`config.mk`:
```
export PLATFORM = sky130hd
export DESIGN_NAME = score_keeper_flat
export DESIGN_NICKNAME = d
export VERILOG_FILES = /design/src/rtl/score_keeper_if.sv /design/src/rtl/score_keeper.sv /design/src/flat_wrapper.sv
export SDC_FILE = /design/constraint.sdc
export NUM_CORES = 1
export LEC_CHECK = 0
export ABC_AREA = 1
export CAP_MARGIN = 40
export CORE_UTILIZATION = 35
export CTS_BUF_LIST = sky130_fd_sc_hd__clkbuf_8
export DETAILED_ROUTE_END_ITERATION = 16
export PLACE_DENSITY = 0.61
export SLEW_MARGIN = 20
export SYNTH_ARGS = -nofsm -noshare
export SYNTH_HDL_FRONTEND = slang
export SYNTH_SLANG_ARGS = --single-unit
export TNS_END_PERCENT = 20
```
`constraint.sdc`:
```
create_clock -name clk -period 4.9 [get_ports clk]
set_clock_uncertainty 0.05 [all_clocks]
set_input_delay 0.98 -clock clk [delete_from_list [all_inputs] [get_ports clk]]
set_output_delay 0.98 -clock clk [all_outputs]
set_load 0.005 [all_outputs]
```
`src/rtl/score_keeper_if.sv`:
```
// Signal bundle between the frame/collision logic and score_keeper.
// master drives frame events and start; slave (score_keeper) drives game status.
interface score_keeper_if;
  logic        frame_tick;
  logic        start;
  logic        bottle_hit;
  logic        shark_hit;
  logic [15:0] score_bcd;
  logic [2:0]  lives;
  logic [1:0]  game_state;
  logic        invuln;
  logic        game_over;
  logic        bottle_respawn;
  logic [15:0] hi_bcd;

  modport master (
    output frame_tick, start, bottle_hit, shark_hit,
    input  score_bcd, lives, game_state, invuln, game_over, bottle_respawn, hi_bcd
  );

  modport slave (
    input  frame_tick, start, bottle_hit, shark_hit,
    output score_bcd, lives, game_state, invuln, game_over, bottle_respawn, hi_bcd
  );
endinterface

```
`src/rtl/score_keeper.sv`:
```
// Game-rule stage: per-frame bottle/shark evaluation, BCD score, lives and IDLE/PLAY/HIT/OVER FSM.
// Optional HIGH_SCORE_EN builds a high-score register on hi_bcd; otherwise hi_bcd reads zero.
module score_keeper #(
  parameter int START_LIVES   = 3,
  parameter int HIT_COOLDOWN  = 64,
  parameter int BOTTLE_POINTS = 1
) (
  input  logic            clk,
  input  logic            rst,
  score_keeper_if.slave   bus
);

  typedef enum logic [1:0] {
    S_IDLE = 2'b00,
    S_PLAY = 2'b01,
    S_HIT  = 2'b10,
    S_OVER = 2'b11
  } state_t;

  localparam logic [2:0] LP_LIVES  = 3'(START_LIVES);
  localparam logic [7:0] LP_COOL   = 8'(HIT_COOLDOWN);
  localparam logic [3:0] LP_POINTS = 4'(BOTTLE_POINTS);

  // Decimal-adjusted add; a carry out of the thousands digit saturates at 9999.
  function automatic logic [15:0] bcd_add(input logic [15:0] a, input logic [3:0] pts);
    logic [15:0] sum;
    logic [4:0]  d;
    logic        carry;
    sum   = '0;
    carry = 1'b0;
    for (int i = 0; i < 4; i++) begin
      d = {1'b0, a[4*i +: 4]} + ((i == 0) ? {1'b0, pts} : 5'd0) + {4'd0, carry};
      if (d > 5'd9) begin
        d     = d + 5'd6;
        carry = 1'b1;
      end else begin
        carry = 1'b0;
      end
      sum[4*i +: 4] = d[3:0];
    end
    return carry ? 16'h9999 : sum;
  endfunction

  state_t      r_state;
  logic [15:0] r_score;
  logic [2:0]  r_lives;
  logic [7:0]  r_cool;
  logic        r_b_flag;
  logic        r_s_flag;
  logic        r_invuln;
  logic        r_game_over;
  logic        r_respawn;

  state_t      w_state_next;
  logic [15:0] w_score_next;
  logic [2:0]  w_lives_next;
  logic [7:0]  w_cool_next;
  logic        w_respawn_next;
  logic        w_b_eff;
  logic        w_s_eff;
  logic        w_flags_clr;

  assign w_b_eff     = r_b_flag | bus.bottle_hit;
  assign w_s_eff     = r_s_flag | bus.shark_hit;
  assign w_flags_clr = bus.frame_tick | (r_state == S_IDLE) | (r_state == S_OVER);

  always_comb begin
    // NOTE: every output gets a default first so no path leaves a latch behind.
    w_state_next   = r_state;
    w_score_next   = r_score;
    w_lives_next   = r_lives;
    w_cool_next    = r_cool;
    w_respawn_next = 1'b0;
    case (r_state)
      S_IDLE, S_OVER: begin
        if (bus.start) begin
          w_state_next = S_PLAY;
          w_score_next = '0;
          w_lives_next = LP_LIVES;
          w_cool_next  = '0;
        end
      end
      S_PLAY, S_HIT: begin
        if (bus.frame_tick) begin
          if (w_b_eff) begin
            w_score_next   = bcd_add(r_score, LP_POINTS);
            w_respawn_next = 1'b1;
          end
          if (r_state == S_PLAY) begin
            if (w_s_eff) begin
              w_lives_next = r_lives - 3'd1;
              if (r_lives == 3'd1) begin
                w_state_next = S_OVER;
              end else begin
                w_state_next = S_HIT;
                w_cool_next  = LP_COOL;
              end
            end
          end else if (r_cool <= 8'd1) begin
            w_cool_next  = '0;
            w_state_next = S_PLAY;
          end else begin
            w_cool_next = r_cool - 8'd1;
          end
        end
      end
      default: ;
    endcase
  end

  always_ff @(posedge clk) begin
    // NOTE: state registers use non-blocking assignments so all update together at the edge.
    if (rst) begin
      r_state     <= S_IDLE;
      r_score     <= '0;
      r_lives     <= LP_LIVES;
      r_cool      <= '0;
      r_b_flag    <= 1'b0;
      r_s_flag    <= 1'b0;
      r_invuln    <= 1'b0;
      r_game_over <= 1'b0;
      r_respawn   <= 1'b0;
    end else begin
      r_state     <= w_state_next;
      r_score     <= w_score_next;
      r_lives     <= w_lives_next;
      r_cool      <= w_cool_next;
      r_b_flag    <= w_flags_clr ? 1'b0 : (r_b_flag | bus.bottle_hit);
      r_s_flag    <= w_flags_clr ? 1'b0 : (r_s_flag | bus.shark_hit);
      r_invuln    <= (w_state_next == S_HIT);
      r_game_over <= (w_state_next == S_OVER);
      r_respawn   <= w_respawn_next;
    end
  end

  assign bus.score_bcd      = r_score;
  assign bus.lives          = r_lives;
  assign bus.game_state     = r_state;
  assign bus.invuln         = r_invuln;
  assign bus.game_over      = r_game_over;
  assign bus.bottle_respawn = r_respawn;

`ifdef HIGH_SCORE_EN
  logic [15:0] r_hi;

  // Latched on the transition into OVER, using the score that game ends with.
  always_ff @(posedge clk) begin
    if (rst) begin
      r_hi <= '0;
    end else if (w_state_next == S_OVER && r_state != S_OVER && w_score_next > r_hi) begin
      r_hi <= w_score_next;
    end
  end

  assign bus.hi_bcd = r_hi;
`else
  assign bus.hi_bcd = 16'h0000;
`endif

endmodule
```
`src/flat_wrapper.sv`:
```
// flat-port wrapper written by rule: the top's interface ports become plain ports
module score_keeper_flat 
#(
  parameter int START_LIVES   = 3,
  parameter int HIT_COOLDOWN  = 64,
  parameter int BOTTLE_POINTS = 1
)
  (clk, rst, bus_frame_tick, bus_start, bus_bottle_hit, bus_shark_hit, bus_score_bcd, bus_lives, bus_game_state, bus_invuln, bus_game_over, bus_bottle_respawn, bus_hi_bcd);
  score_keeper_if bus_i ();
  input  logic clk;
  input  logic rst;
  input wire logic [$bits(bus_i.frame_tick)-1:0] bus_frame_tick;
  input wire logic [$bits(bus_i.start)-1:0] bus_start;
  input wire logic [$bits(bus_i.bottle_hit)-1:0] bus_bottle_hit;
  input wire logic [$bits(bus_i.shark_hit)-1:0] bus_shark_hit;
  output wire logic [$bits(bus_i.score_bcd)-1:0] bus_score_bcd;
  output wire logic [$bits(bus_i.lives)-1:0] bus_lives;
  output wire logic [$bits(bus_i.game_state)-1:0] bus_game_state;
  output wire logic [$bits(bus_i.invuln)-1:0] bus_invuln;
  output wire logic [$bits(bus_i.game_over)-1:0] bus_game_over;
  output wire logic [$bits(bus_i.bottle_respawn)-1:0] bus_bottle_respawn;
  output wire logic [$bits(bus_i.hi_bcd)-1:0] bus_hi_bcd;
  assign bus_i.frame_tick = bus_frame_tick;
  assign bus_i.start = bus_start;
  assign bus_i.bottle_hit = bus_bottle_hit;
  assign bus_i.shark_hit = bus_shark_hit;
  assign bus_score_bcd = bus_i.score_bcd;
  assign bus_lives = bus_i.lives;
  assign bus_game_state = bus_i.game_state;
  assign bus_invuln = bus_i.invuln;
  assign bus_game_over = bus_i.game_over;
  assign bus_bottle_respawn = bus_i.bottle_respawn;
  assign bus_hi_bcd = bus_i.hi_bcd;
  score_keeper #(.START_LIVES(START_LIVES), .HIT_COOLDOWN(HIT_COOLDOWN), .BOTTLE_POINTS(BOTTLE_POINTS)) u_core (.clk(clk), .rst(rst), .bus(bus_i));
endmodule
```
==> results of run 1 <==
-- worst min-delay path by stage --
| stage | start | end | slack [ps] | depth (start not counted) |
|---|---|---|---|---|
| 6_report | u_core.r_cool[3]$_SDFFE_PP0P_ | u_core.r_cool[3]$_SDFFE_PP0P_ | 410 | 2 |
| 5_1_grt | u_core.r_cool[3]$_SDFFE_PP0P_ | u_core.r_cool[3]$_SDFFE_PP0P_ | 460 | 2 |
| 4_1_cts | u_core.r_cool[3]$_SDFFE_PP0P_ | u_core.r_cool[3]$_SDFFE_PP0P_ | 420 | 2 |
| 3_5_place_dp | u_core.r_cool[3]$_SDFFE_PP0P_ | u_core.r_cool[3]$_SDFFE_PP0P_ | 410 | 2 |
| 3_3_place_gp | u_core.r_cool[3]$_SDFFE_PP0P_ | u_core.r_cool[3]$_SDFFE_PP0P_ | 400 | 2 |
| 2_1_floorplan | u_core.r_cool[3]$_SDFFE_PP0P_ | u_core.r_cool[3]$_SDFFE_PP0P_ | 390 | 2 |
-- cells in the final DEF (no fill, tap or decap), drive strengths merged, types with 4 or more instances in the layout --
cell / n
a21oi: 23
clkbuf: 6
clkdlybuf4s50: 29
conb: 16
dfxtp: 34
ha: 19
inv: 42
nand2: 89
nand3: 26
nor2: 23
o21ai: 11
xor2: 4
-- worst min-delay path, delay by kind of cell (launching register included) --
kind / cells / cell delay (ps)
flops: 1 / 310
simple gates: 1 / 60
compound gates: 1 / 60
-- synthesized netlist by cell type (3+ instances only) --
master / n
sky130_fd_sc_hd__o31ai_1: 3
sky130_fd_sc_hd__a21oi_1: 22
sky130_fd_sc_hd__buf_4: 16
sky130_fd_sc_hd__nor2_4: 3
sky130_fd_sc_hd__nand3_1: 23
sky130_fd_sc_hd__nand2_1: 74
sky130_fd_sc_hd__nand2_4: 6
sky130_fd_sc_hd__xor2_1: 4
sky130_fd_sc_hd__o21ai_0: 10
sky130_fd_sc_hd__nor2_1: 20
sky130_fd_sc_hd__nor3_1: 3
sky130_fd_sc_hd__inv_1: 34
sky130_fd_sc_hd__o211ai_1: 3
sky130_fd_sc_hd__inv_2: 7
sky130_fd_sc_hd__nand2_2: 9
sky130_fd_sc_hd__ha_1: 19
sky130_fd_sc_hd__xnor2_1: 3
sky130_fd_sc_hd__dfxtp_1: 34
sky130_fd_sc_hd__nand4_1: 3
-- per-layer routing --
layer	vias up	share of wire [%]	wire [microns]	global-route usage [%]
li1	1033	-	-	-
met1	820	52	2283	19.40
met2	52	43	1887	20.99
met3	4	4.3	189	3.667
met4	0	1.3	59	6.316
met5	-	0	0	0
-- area by class of cell --
class	count	area share, %
Tap cell	75	3.518
Timing Repair Buffer	32	11.73
Multi-Input combinational cell	230	50.05
Clock buffer	6	3.096
Sequential cell	34	25.61
Inverter	42	6.004
-- cell families (layout without fill, tap and decap cells) --
group,Yosys count,after routing,synth area share (%)
compound gates,42,42,10.73
xor+xnor,7,7,2.737
fa+ha+maj,19,19,10.61
buf+inv,61,80,13.41
flops,34,34,30.39
other cells,1,16,0.1674
simple gates,146,146,31.96
-- sequential cells by signal (all words and copies together), names as in the netlist --
| register | count |
|---|---|
| u_core.r_s_flag | 1 |
| u_core.r_b_flag | 1 |
| u_core.bus.invuln | 1 |
| u_core.r_cool | 8 |
| u_core.bus.game_state | 2 |
| u_core.bus.game_over | 1 |
| u_core.bus.score_bcd | 16 |
| u_core.bus.lives | 3 |
| u_core.bus.bottle_respawn | 1 |
-- through the flow --
stage / setup WS [ps] / hold slack [ps] / total power (uW)
6_report: 396.7 / 414.7 / 755.1
2_1_floorplan: 663.8 / 392.2 / 517.8
4_1_cts: 192.5 / 418.6 / 769.3
3_3_place_gp: 377.7 / 403.8 / 557.8
5_1_grt: -49.36 / 457.2 / 818.3
3_5_place_dp: 227.4 / 409.6 / 560.0
-- timing repair --
| action | CTS | global route |
|---|---|---|
| resized for setup | 0 | 7 |
| setup endpoints to repair | 0 | 15 |
| hold endpoints to repair | 0 | 0 |
| buffers inserted | 0 | 3 |
-- power groups by stage --
stage	clock network [uW]	registers, uW	logic [uW]
floorplan	0	318	200
global placement	0	320	238
detailed placement	0	320	240
CTS	214	314	241
global route	227	318	274
finish	204	314	237
==> impl_metrics.xml, run 1 <==
<?xml version="1.0" encoding="UTF-8"?>
<metrics>
  <group name="status">
    <metric name="status" unit="">completed</metric>
  </group>
  <group name="clock_network">
    <metric name="insertion_delay" unit="ps">280</metric>
    <metric name="cts.htree.levels" unit="">2</metric>
    <metric name="tritoncts_clock_tree" unit="">built</metric>
    <metric name="tritoncts.num_buffers" unit="">5</metric>
    <metric name="clock-root-buffer" unit="">sky130_fd_sc_hd__clkbuf_8</metric>
    <metric name="cts_num_sinks" unit="">34</metric>
    <metric name="cts-root-to-sink-buffers" unit="">2</metric>
    <metric name="clkTransAtPathRegs" unit="ps">60</metric>
    <metric name="cts.hold.buffers_added" unit="">0</metric>
  </group>
  <group name="final_layout">
    <metric name="regArea" unit="sq um">683.2</metric>
    <metric name="multi_input_area" unit="sq um">1335</metric>
    <metric name="nFillCells" unit="">613</metric>
    <metric name="n_antenna_cell" unit="">0</metric>
    <metric name="layout_area_overhead" unit="%">19.11</metric>
    <metric name="finalNonFillerCells" unit="">419</metric>
    <metric name="fin_nets" unit="">370</metric>
    <metric name="fraction_of_final_layout_cells_sized_beyond_drive_strength_1" unit="%">13.95</metric>
    <metric name="postLayoutCellArea" unit="sq um">2668</metric>
    <metric name="post-route-util" unit="%">44.01</metric>
  </group>
  <group name="worst_setup_path">
    <metric name="critical_path_arrival" unit="ps">4640</metric>
    <metric name="worst_setup_path_end_kind" unit="">flip-flop</metric>
    <metric name="timing.critical_path.mode_cell" unit="">sky130_fd_sc_hd__nand2_1</metric>
    <metric name="cp.buffers_inverters" unit="">4</metric>
    <metric name="crit_path_end" unit="">u_core.bus.score_bcd[1]$_SDFFE_PP0P_</metric>
    <metric name="timing.rr.start" unit="">u_core.bus.score_bcd[0]$_SDFFE_PP0P_</metric>
    <metric name="worstSetupStartpointType" unit="">flip-flop</metric>
    <metric name="worst_path_dominant_cell_family" unit="">adder cells</metric>
    <metric name="regToRegEndpoint" unit="">u_core.bus.score_bcd[1]$_SDFFE_PP0P_</metric>
    <metric name="setup.worst_path.start" unit="">u_core.bus.score_bcd[0]$_SDFFE_PP0P_</metric>
    <metric name="worstSetupPathType" unit="">reg2reg</metric>
    <metric name="worstSetupPathDepth" unit="">33</metric>
    <metric name="r2r_setup_slack" unit="ps">400</metric>
    <metric name="crit_fanout" unit="">7</metric>
    <metric name="critical-path-max-stage-delay" unit="ps">360</metric>
    <metric name="worstPathRequired" unit="ps">5040</metric>
    <metric name="worst-r2r-cell-count" unit="">33</metric>
    <metric name="worst_path_max_delay_cell" unit="">sky130_fd_sc_hd__dfxtp_2</metric>
  </group>
  <group name="placement">
    <metric name="placed_cell_areas" unit="sq um">2540</metric>
    <metric name="port_buffers" unit="">29</metric>
    <metric name="placed_cells_incl_taps" unit="">410</metric>
    <metric name="post-dp-hpwl" unit="mm">3.309</metric>
    <metric name="gp_congestion" unit="">0.8924</metric>
  </group>
  <group name="synth">
    <metric name="synth_warnings" unit="">0</metric>
    <metric name="yosys_register_bits" unit="">34</metric>
    <metric name="synthArstFlopShare" unit="%">0</metric>
    <metric name="syn_area_per_cell" unit="sq um">7.225</metric>
    <metric name="syn_inst" unit="">310</metric>
    <metric name="synth_edf_count" unit="">0</metric>
    <metric name="yosys_most_used_dff" unit="">sky130_fd_sc_hd__dfxtp_1</metric>
    <metric name="synth.top_cell.area_share" unit="%">30.39</metric>
    <metric name="seq_area_frac_synth" unit="%">30.39</metric>
    <metric name="synth_top_cell_by_area" unit="">sky130_fd_sc_hd__dfxtp_1</metric>
    <metric name="synth_area_leaders" unit="">sky130_fd_sc_hd__dfxtp_1, sky130_fd_sc_hd__nand2_1, sky130_fd_sc_hd__ha_1</metric>
    <metric name="synth_cell_types" unit="">32</metric>
    <metric name="synthesis.area" unit="sq um">2240</metric>
  </group>
  <group name="global_routing">
    <metric name="grt_antenna_before_repair" unit="">0</metric>
    <metric name="track_usage" unit="%">14.29</metric>
    <metric name="grt_max_degree" unit="">19</metric>
    <metric name="first_global_vias" unit="">1604</metric>
    <metric name="gr-total-overflow" unit="">0</metric>
    <metric name="first_pass_grt_wire_length" unit="mm">7.245</metric>
  </group>
  <group name="timing">
    <metric name="post-route-period-util" unit="%">91.90</metric>
    <metric name="max_freq" unit="GHz">0.2221</metric>
    <metric name="tightestPinTransition" unit="ps">770.7</metric>
    <metric name="timing_max_transition_violations_final" unit="">0</metric>
    <metric name="setup_tns" unit="ps">0</metric>
    <metric name="slew_headroom" unit="%">48.46</metric>
    <metric name="period_needed" unit="ps">4503</metric>
    <metric name="setup_viol" unit="">0</metric>
    <metric name="hold_viol" unit="">0</metric>
  </group>
  <group name="detailed_routing">
    <metric name="routed_wl" unit="mm">4.419</metric>
    <metric name="route.vias.total" unit="">1909</metric>
    <metric name="drt_first_pass_iters" unit="">4</metric>
    <metric name="ant_nets" unit="">0</metric>
    <metric name="drt_iter0_drc" unit="">90</metric>
    <metric name="detail_route.wl_per_cell" unit="microns">10.55</metric>
    <metric name="drc" unit="">0</metric>
    <metric name="via_per_inst" unit="">4.556</metric>
  </group>
  <group name="power_and_ir_drop">
    <metric name="comb_power_share" unit="%">31.4</metric>
    <metric name="power_switching_share" unit="%">34.52</metric>
    <metric name="power_density_over_the_cells" unit="nW/um^2">283.1</metric>
    <metric name="peakVddDrop" unit="uV">127.8</metric>
    <metric name="power_leakage" unit="uW">0.001195</metric>
    <metric name="share_seq_of_total_power" unit="%">41.6</metric>
    <metric name="power_frac_clock" unit="%">27.1</metric>
    <metric name="intPower" unit="uW">494.5</metric>
    <metric name="switching_component_of_the_power" unit="uW">260.7</metric>
  </group>
  <group name="floorplanning">
    <metric name="io_pins" unit="">46</metric>
    <metric name="start_util" unit="%">36.95</metric>
    <metric name="die_h" unit="microns">82.00</metric>
    <metric name="placement_rows" unit="">28</metric>
    <metric name="fp.dieArea" unit="sq um">6723</metric>
    <metric name="die_w" unit="microns">82.00</metric>
    <metric name="placeableCoreArea" unit="sq um">6061</metric>
  </group>
  <group name="min_path">
    <metric name="timing.hold.worst.class" unit="">reg2reg</metric>
  </group>
  <group name="flow_run">
    <metric name="cap_violations" unit="">0</metric>
  </group>
</metrics>
(Power assumes the default switching activity.)
==> run 2, diff against run 1 <==
- ABC_CLOCK_PERIOD_IN_PS: unset -> 5300
- REMOVE_ABC_BUFFERS: unset -> 1
- clock period: 4.9 -> 5.3 ns (I/O delays scaled with it)
==> impl_metrics.xml, run 2 (synthesis results as in run 1) <==
<?xml version="1.0" encoding="UTF-8"?>
<metrics>
  <group name="status">
    <metric name="status" unit="">completed</metric>
  </group>
  <group name="floorplanning">
    <metric name="die_w" unit="microns">82.00</metric>
    <metric name="fp.dieArea" unit="sq um">6723</metric>
    <metric name="die_h" unit="microns">82.00</metric>
    <metric name="io_pins" unit="">46</metric>
    <metric name="start_util" unit="%">36.95</metric>
    <metric name="placement_rows" unit="">28</metric>
    <metric name="placeableCoreArea" unit="sq um">6061</metric>
  </group>
  <group name="worst_setup_path">
    <metric name="worstSetupPathType" unit="">reg2reg</metric>
    <metric name="timing.critical_path.mode_cell" unit="">sky130_fd_sc_hd__nand2_1</metric>
    <metric name="worstSetupPathDepth" unit="">31</metric>
    <metric name="critical_path_arrival" unit="ps">4830</metric>
    <metric name="worst-r2r-cell-count" unit="">31</metric>
    <metric name="timing.rr.start" unit="">u_core.bus.score_bcd[0]$_SDFFE_PP0P_</metric>
    <metric name="worst_setup_path_end_kind" unit="">flip-flop</metric>
    <metric name="regToRegEndpoint" unit="">u_core.bus.score_bcd[2]$_SDFFE_PP0P_</metric>
    <metric name="worst_path_dominant_cell_family" unit="">adder cells</metric>
    <metric name="r2r_setup_slack" unit="ps">640</metric>
    <metric name="worstPathRequired" unit="ps">5480</metric>
    <metric name="worstSetupStartpointType" unit="">flip-flop</metric>
    <metric name="critical-path-max-stage-delay" unit="ps">450</metric>
    <metric name="worst_path_max_delay_cell" unit="">sky130_fd_sc_hd__dfxtp_1</metric>
    <metric name="setup.worst_path.start" unit="">u_core.bus.score_bcd[0]$_SDFFE_PP0P_</metric>
    <metric name="cp.buffers_inverters" unit="">3</metric>
    <metric name="crit_fanout" unit="">7</metric>
  </group>
  <group name="min_path">
    <metric name="whs_path_depth" unit="">2</metric>
    <metric name="destination_of_the_worst_hold_path" unit="">u_core.r_cool[3]$_SDFFE_PP0P_</metric>
    <metric name="min-delay-start" unit="">u_core.r_cool[3]$_SDFFE_PP0P_</metric>
    <metric name="timing.hold.worst.class" unit="">reg2reg</metric>
  </group>
  <group name="clock_network">
    <metric name="cts.hold.buffers_added" unit="">0</metric>
    <metric name="cts_resized" unit="">0</metric>
    <metric name="cts.htree.levels" unit="">2</metric>
    <metric name="cts_num_sinks" unit="">34</metric>
    <metric name="post-cts-setup-buffers" unit="">0</metric>
    <metric name="insertion_delay" unit="ps">290</metric>
    <metric name="clkTransAtPathRegs" unit="ps">70</metric>
    <metric name="tritoncts_clock_tree" unit="">built</metric>
    <metric name="tritoncts.num_buffers" unit="">5</metric>
    <metric name="cts-root-to-sink-buffers" unit="">2</metric>
    <metric name="clock-root-buffer" unit="">sky130_fd_sc_hd__clkbuf_8</metric>
  </group>
  <group name="final_layout">
    <metric name="largest_reg_flops" unit="">16</metric>
    <metric name="most_common_cell_after_layout_fill_and_taps_aside" unit="">sky130_fd_sc_hd__nand2_1</metric>
    <metric name="layout_area_overhead" unit="%">18.77</metric>
    <metric name="fin_nets" unit="">368</metric>
    <metric name="post-route-util" unit="%">43.89</metric>
    <metric name="postLayoutCellArea" unit="sq um">2660</metric>
    <metric name="fraction_of_final_layout_cells_sized_beyond_drive_strength_1" unit="%">11.66</metric>
    <metric name="layout_common_cells" unit="">sky130_fd_sc_hd__nand2_1, sky130_fd_sc_hd__inv_1, sky130_fd_sc_hd__dfxtp_1</metric>
    <metric name="n_antenna_cell" unit="">0</metric>
  </group>
  <group name="global_routing">
    <metric name="gr-usage-met2" unit="%">27.60</metric>
    <metric name="first_global_vias" unit="">1903</metric>
    <metric name="global_route.usage.met3" unit="%">4.333</metric>
    <metric name="grt_max_degree" unit="">19</metric>
    <metric name="first_pass_grt_wire_length" unit="mm">8.162</metric>
    <metric name="grt_antenna_before_repair" unit="">0</metric>
    <metric name="groute.layer.met1.usage" unit="%">18.18</metric>
    <metric name="gr-total-overflow" unit="">0</metric>
    <metric name="track_usage" unit="%">16.04</metric>
    <metric name="grt_most_used_layer" unit="">met2</metric>
  </group>
  <group name="timing">
    <metric name="final.hold.worst_slack" unit="ps">424.2</metric>
    <metric name="setup_viol" unit="">0</metric>
    <metric name="max_freq" unit="GHz">0.2148</metric>
    <metric name="period_needed" unit="ps">4655</metric>
    <metric name="setup_tns" unit="ps">0</metric>
    <metric name="post-route-period-util" unit="%">87.83</metric>
    <metric name="hold_viol" unit="">0</metric>
    <metric name="grt_setup_unrepaired" unit="">false</metric>
    <metric name="timing_max_transition_violations_final" unit="">0</metric>
  </group>
  <group name="flow_run">
    <metric name="cap_violations" unit="">0</metric>
  </group>
  <group name="placement">
    <metric name="gp_congestion" unit="">0.8575</metric>
    <metric name="placed_cell_areas" unit="sq um">2547</metric>
    <metric name="port_buffers" unit="">29</metric>
    <metric name="post-dp-hpwl" unit="mm">3.644</metric>
  </group>
  <group name="power_and_ir_drop">
    <metric name="peakVddDrop" unit="uV">175.6</metric>
    <metric name="power_density_over_the_cells" unit="nW/um^2">284.8</metric>
    <metric name="power_leakage" unit="uW">0.001205</metric>
  </group>
  <group name="detailed_routing">
    <metric name="ant_nets" unit="">0</metric>
    <metric name="via_per_inst" unit="">4.713</metric>
    <metric name="detail_route.wl_per_cell" unit="microns">11.08</metric>
    <metric name="drc" unit="">0</metric>
    <metric name="route.vias.total" unit="">1970</metric>
    <metric name="routed_wl" unit="mm">4.632</metric>
    <metric name="drt_iter0_drc" unit="">57</metric>
    <metric name="drt_first_pass_iters" unit="">4</metric>
  </group>
</metrics>
-- run 2: changes by cell type in the layout (fill, tap and decap cells not counted), sizes merged --
cell	previous run	this run
bufinv	0	1
buf	3	1
-- run 2: report_power, final --
part           total (uW)  leakage (uW)  switching, uW  internal [uW]
clock network         247     0.0000573           96.2            150
logic                 220      0.000872            139           81.3
registers             291      0.000276           14.7            276
-- run 2: how the worst max path moves through the flow --
stage	endpoint
detailed placement	u_core.bus.score_bcd[2]$_SDFFE_PP0P_
floorplan	u_core.bus.score_bcd[14]$_SDFFE_PP0P_
finish	u_core.bus.score_bcd[2]$_SDFFE_PP0P_
CTS	u_core.bus.score_bcd[2]$_SDFFE_PP0P_
global route	u_core.bus.score_bcd[9]$_SDFFE_PP0P_
global placement	u_core.bus.score_bcd[2]$_SDFFE_PP0P_
-- run 2: final cells by class --
type | count | area, sq um
clock buffer | 6 | 82.58
clock inverter | 1 | 30.03
inverter | 42 | 160.2
tap | 75 | 93.84
multi-input combinational | 230 | 1315
timing repair buffer | 30 | 297.8
sequential | 34 | 680.7
fill | 628 | 3401
-- run 2: per-layer routing --
layer | up-vias | wire length [microns]
met5 | - | 0
met4 | 0 | 108
met3 | 9 | 222
met2 | 40 | 2193
met1 | 895 | 2108
li1 | 1026 | -
-- run 2: tightest hold or removal path: cells and delay by family (launching register included) --
| family | cells | cell delay [ps] |
|---|---|---|
| AO/OA/AOI/OAI | 1 | 50 |
| flip-flops | 1 | 320 |
| AND/OR/NAND/NOR | 1 | 60 |
-- run 2: metrics by stage --
step / instances / total power, uW / setup slack [ps]
4_1_cts: 418 / 770.2 / 633.3
5_1_grt: 418 / 813.7 / 54.00
3_5_place_dp: 411 / 519.6 / 668.5
3_3_place_gp: 411 / 517.5 / 804.3
2_1_floorplan: 306 / 464.9 / 1065
6_report: 418 / 757.5 / 645.0
==> run 3, diff against run 2 <==
--- a/config.mk
+++ b/config.mk
@@ -14,4 +14,5 @@
 export PLACE_DENSITY = 0.61
 export REMOVE_ABC_BUFFERS = 1
+export SETUP_SLACK_MARGIN = 0.4
 export SLEW_MARGIN = 20
 export SYNTH_ARGS = -nofsm -noshare
==> constraint.sdc (replaced) <==
create_clock -name clk -period 5.3 [get_ports clk]
set_clock_uncertainty 0.05 [all_clocks]
set_input_delay 1.06 -clock clk [delete_from_list [all_inputs] [get_ports clk]]
set_output_delay 1.06 -clock clk [all_outputs]
set_load 0.05 [all_outputs]
==> impl_metrics.xml, run 3 (synthesis results as in run 1) <==
<?xml version="1.0" encoding="UTF-8"?>
<metrics>
  <group name="timing">
    <metric name="hold_viol" unit="">0</metric>
    <metric name="setup_tns" unit="ps">0</metric>
    <metric name="period_needed" unit="ps">4481</metric>
    <metric name="finalWorstSetupSlack" unit="ps">819.0</metric>
    <metric name="tightestPinTransition" unit="ps">509.5</metric>
    <metric name="max_freq" unit="GHz">0.2232</metric>
    <metric name="setup_viol" unit="">0</metric>
    <metric name="post-route-period-util" unit="%">84.55</metric>
    <metric name="timing_max_transition_violations_final" unit="">0</metric>
    <metric name="slew_headroom" unit="%">65.93</metric>
    <metric name="grt_setup_unrepaired" unit="">false</metric>
  </group>
  <group name="power_and_ir_drop">
    <metric name="share_seq_of_total_power" unit="%">36.3</metric>
    <metric name="power_density_over_the_cells" unit="nW/um^2">294.9</metric>
    <metric name="switching_component_of_the_power" unit="uW">292.7</metric>
    <metric name="power_leakage" unit="uW">0.001215</metric>
    <metric name="peakVddDrop" unit="uV">179.4</metric>
    <metric name="power_frac_clock" unit="%">30.9</metric>
    <metric name="power_switching_share" unit="%">36.59</metric>
    <metric name="intPower" unit="uW">507.2</metric>
    <metric name="comb_power_share" unit="%">32.8</metric>
  </group>
  <group name="placement">
    <metric name="port_buffers" unit="">29</metric>
    <metric name="gp_congestion" unit="">0.8575</metric>
    <metric name="post-dp-hpwl" unit="mm">3.644</metric>
    <metric name="detailedPlace.worstSlack" unit="ps">668.5</metric>
  </group>
  <group name="final_layout">
    <metric name="nFillCells" unit="">626</metric>
    <metric name="most_common_cell_after_layout_fill_and_taps_aside" unit="">sky130_fd_sc_hd__nand2_1</metric>
    <metric name="layout_area_overhead" unit="%">21.12</metric>
    <metric name="layout_common_cells" unit="">sky130_fd_sc_hd__nand2_1, sky130_fd_sc_hd__inv_1, sky130_fd_sc_hd__dfxtp_1</metric>
    <metric name="fin_nets" unit="">371</metric>
    <metric name="fraction_of_final_layout_cells_sized_beyond_drive_strength_1" unit="%">15.03</metric>
    <metric name="largest_reg_flops" unit="">16</metric>
    <metric name="n_antenna_cell" unit="">0</metric>
  </group>
  <group name="status">
    <metric name="status" unit="">completed</metric>
  </group>
  <group name="detailed_routing">
    <metric name="route.vias.total" unit="">1971</metric>
    <metric name="routed_wl" unit="mm">4.755</metric>
    <metric name="ant_nets" unit="">0</metric>
    <metric name="wl_met3" unit="microns">183</metric>
    <metric name="drc" unit="">0</metric>
    <metric name="met2WireLength" unit="mm">2.269</metric>
    <metric name="drt_iter0_drc" unit="">84</metric>
    <metric name="wl_met1" unit="mm">2.185</metric>
    <metric name="maxUsedRoutingLayer" unit="">met4</metric>
    <metric name="via_per_inst" unit="">4.682</metric>
    <metric name="detail_route.wl_per_cell" unit="microns">11.29</metric>
    <metric name="drt_first_pass_iters" unit="">4</metric>
  </group>
  <group name="global_routing">
    <metric name="grt_antenna_before_repair" unit="">0</metric>
    <metric name="first_pass_grt_wire_length" unit="mm">8.162</metric>
    <metric name="track_usage" unit="%">16.04</metric>
    <metric name="first_global_vias" unit="">1903</metric>
    <metric name="grt_max_degree" unit="">19</metric>
    <metric name="gr-total-overflow" unit="">0</metric>
  </group>
  <group name="worst_setup_path">
    <metric name="worstSetupStartpointType" unit="">flip-flop</metric>
    <metric name="cp.buffers_inverters" unit="">3</metric>
    <metric name="r2r_setup_slack" unit="ps">820</metric>
    <metric name="worstSetupPathType" unit="">reg2reg</metric>
    <metric name="worst_path_max_delay_cell" unit="">sky130_fd_sc_hd__dfxtp_4</metric>
    <metric name="crit_fanout" unit="">7</metric>
    <metric name="critical-path-max-stage-delay" unit="ps">370</metric>
    <metric name="worstPathRequired" unit="ps">5470</metric>
    <metric name="worst_path_dominant_cell_family" unit="">adder cells</metric>
    <metric name="timing.critical_path.mode_cell" unit="">sky130_fd_sc_hd__nand2_1</metric>
    <metric name="critical_path_arrival" unit="ps">4660</metric>
    <metric name="worst_setup_path_end_kind" unit="">flip-flop</metric>
  </group>
  <group name="clock_network">
    <metric name="clkTransAtPathRegs" unit="ps">70</metric>
    <metric name="tritoncts_clock_tree" unit="">built</metric>
    <metric name="insertion_delay" unit="ps">290</metric>
    <metric name="cts.hold.buffers_added" unit="">0</metric>
    <metric name="cts.htree.levels" unit="">2</metric>
    <metric name="cts-root-to-sink-buffers" unit="">2</metric>
    <metric name="cts_num_sinks" unit="">34</metric>
    <metric name="tritoncts.num_buffers" unit="">5</metric>
    <metric name="clock-root-buffer" unit="">sky130_fd_sc_hd__clkbuf_8</metric>
  </group>
  <group name="floorplanning">
    <metric name="die_w" unit="microns">82.00</metric>
    <metric name="start_util" unit="%">36.95</metric>
    <metric name="placement_rows" unit="">28</metric>
    <metric name="fp.dieArea" unit="sq um">6723</metric>
    <metric name="die_h" unit="microns">82.00</metric>
    <metric name="io_pins" unit="">46</metric>
    <metric name="placeableCoreArea" unit="sq um">6061</metric>
  </group>
  <group name="flow_run">
    <metric name="cap_violations" unit="">0</metric>
  </group>
  <group name="min_path">
    <metric name="timing.hold.worst.class" unit="">reg2reg</metric>
  </group>
</metrics>
## run 3: worst min-delay path: cells and delay by family (launching register included)
family / cells / cell delay (ps)
compound gates: 1 / 50
flops: 1 / 320
simple gates: 1 / 60
## run 3: cell type report
cell class | instances | area (sq um) | area share, %
multi-input cells | 230 | 1338 | 49.31
flip-flops and latches | 34 | 688.2 | 25.37
repair buffers | 33 | 320.3 | 11.81
inverters | 42 | 160.2 | 5.904
well taps | 75 | 93.84 | 3.459
clock buffers | 6 | 82.58 | 3.044
clock inverters | 1 | 30.03 | 1.107
## run 3: timing repair
action / in CTS / in global routing
gates resized for setup: 0 / 11
endpoints found under the setup margin: 0 / 15
setup buffers: 0 / 3
## run 3: layer usage
| layer | GRT usage [%] | vias up |
|---|---|---|
| met1 | 18.18 | 890 |
| met5 | 0 | - |
| met4 | 7.719 | 0 |
| met3 | 4.333 | 11 |
| met2 | 27.60 | 41 |
| li1 | - | 1029 |
## run 3: power groups by stage
stage	Sequential (uW)	Combinational [uW]	Clock (uW)
CTS	291	266	255
floorplan	314	193	0
global placement	296	264	0
finish	290	263	247
global route	293	297	265
detailed placement	296	266	0
## run 3: final timing paths
kind	startpoint	end	cells after the start
worst min-delay path	u_core.r_cool[3]$_SDFFE_PP0P_	u_core.r_cool[3]$_SDFFE_PP0P_	2
worst max register to register	u_core.bus.score_bcd[0]$_SDFFE_PP0P_	u_core.bus.score_bcd[2]$_SDFFE_PP0P_	33
worst max-delay path	u_core.bus.score_bcd[0]$_SDFFE_PP0P_	u_core.bus.score_bcd[2]$_SDFFE_PP0P_	33
worst min register to register	u_core.r_cool[3]$_SDFFE_PP0P_	u_core.r_cool[3]$_SDFFE_PP0P_	2
## run 3: metrics by stage
stage          util (%)  std cells  hold slack (ps)  power, uW  instance area [sq um]
2_1_floorplan         -        306            392.2      507.2                   2156
3_3_place_gp      42.03        411            404.4      559.8                   2547
3_5_place_dp      42.03        411            415.7      561.9                   2547
4_1_cts           43.89        418            427.1      812.5                   2660
5_1_grt           44.76        421            450.6      855.4                   2713
6_report          44.76        421            424.2      800.0                   2713
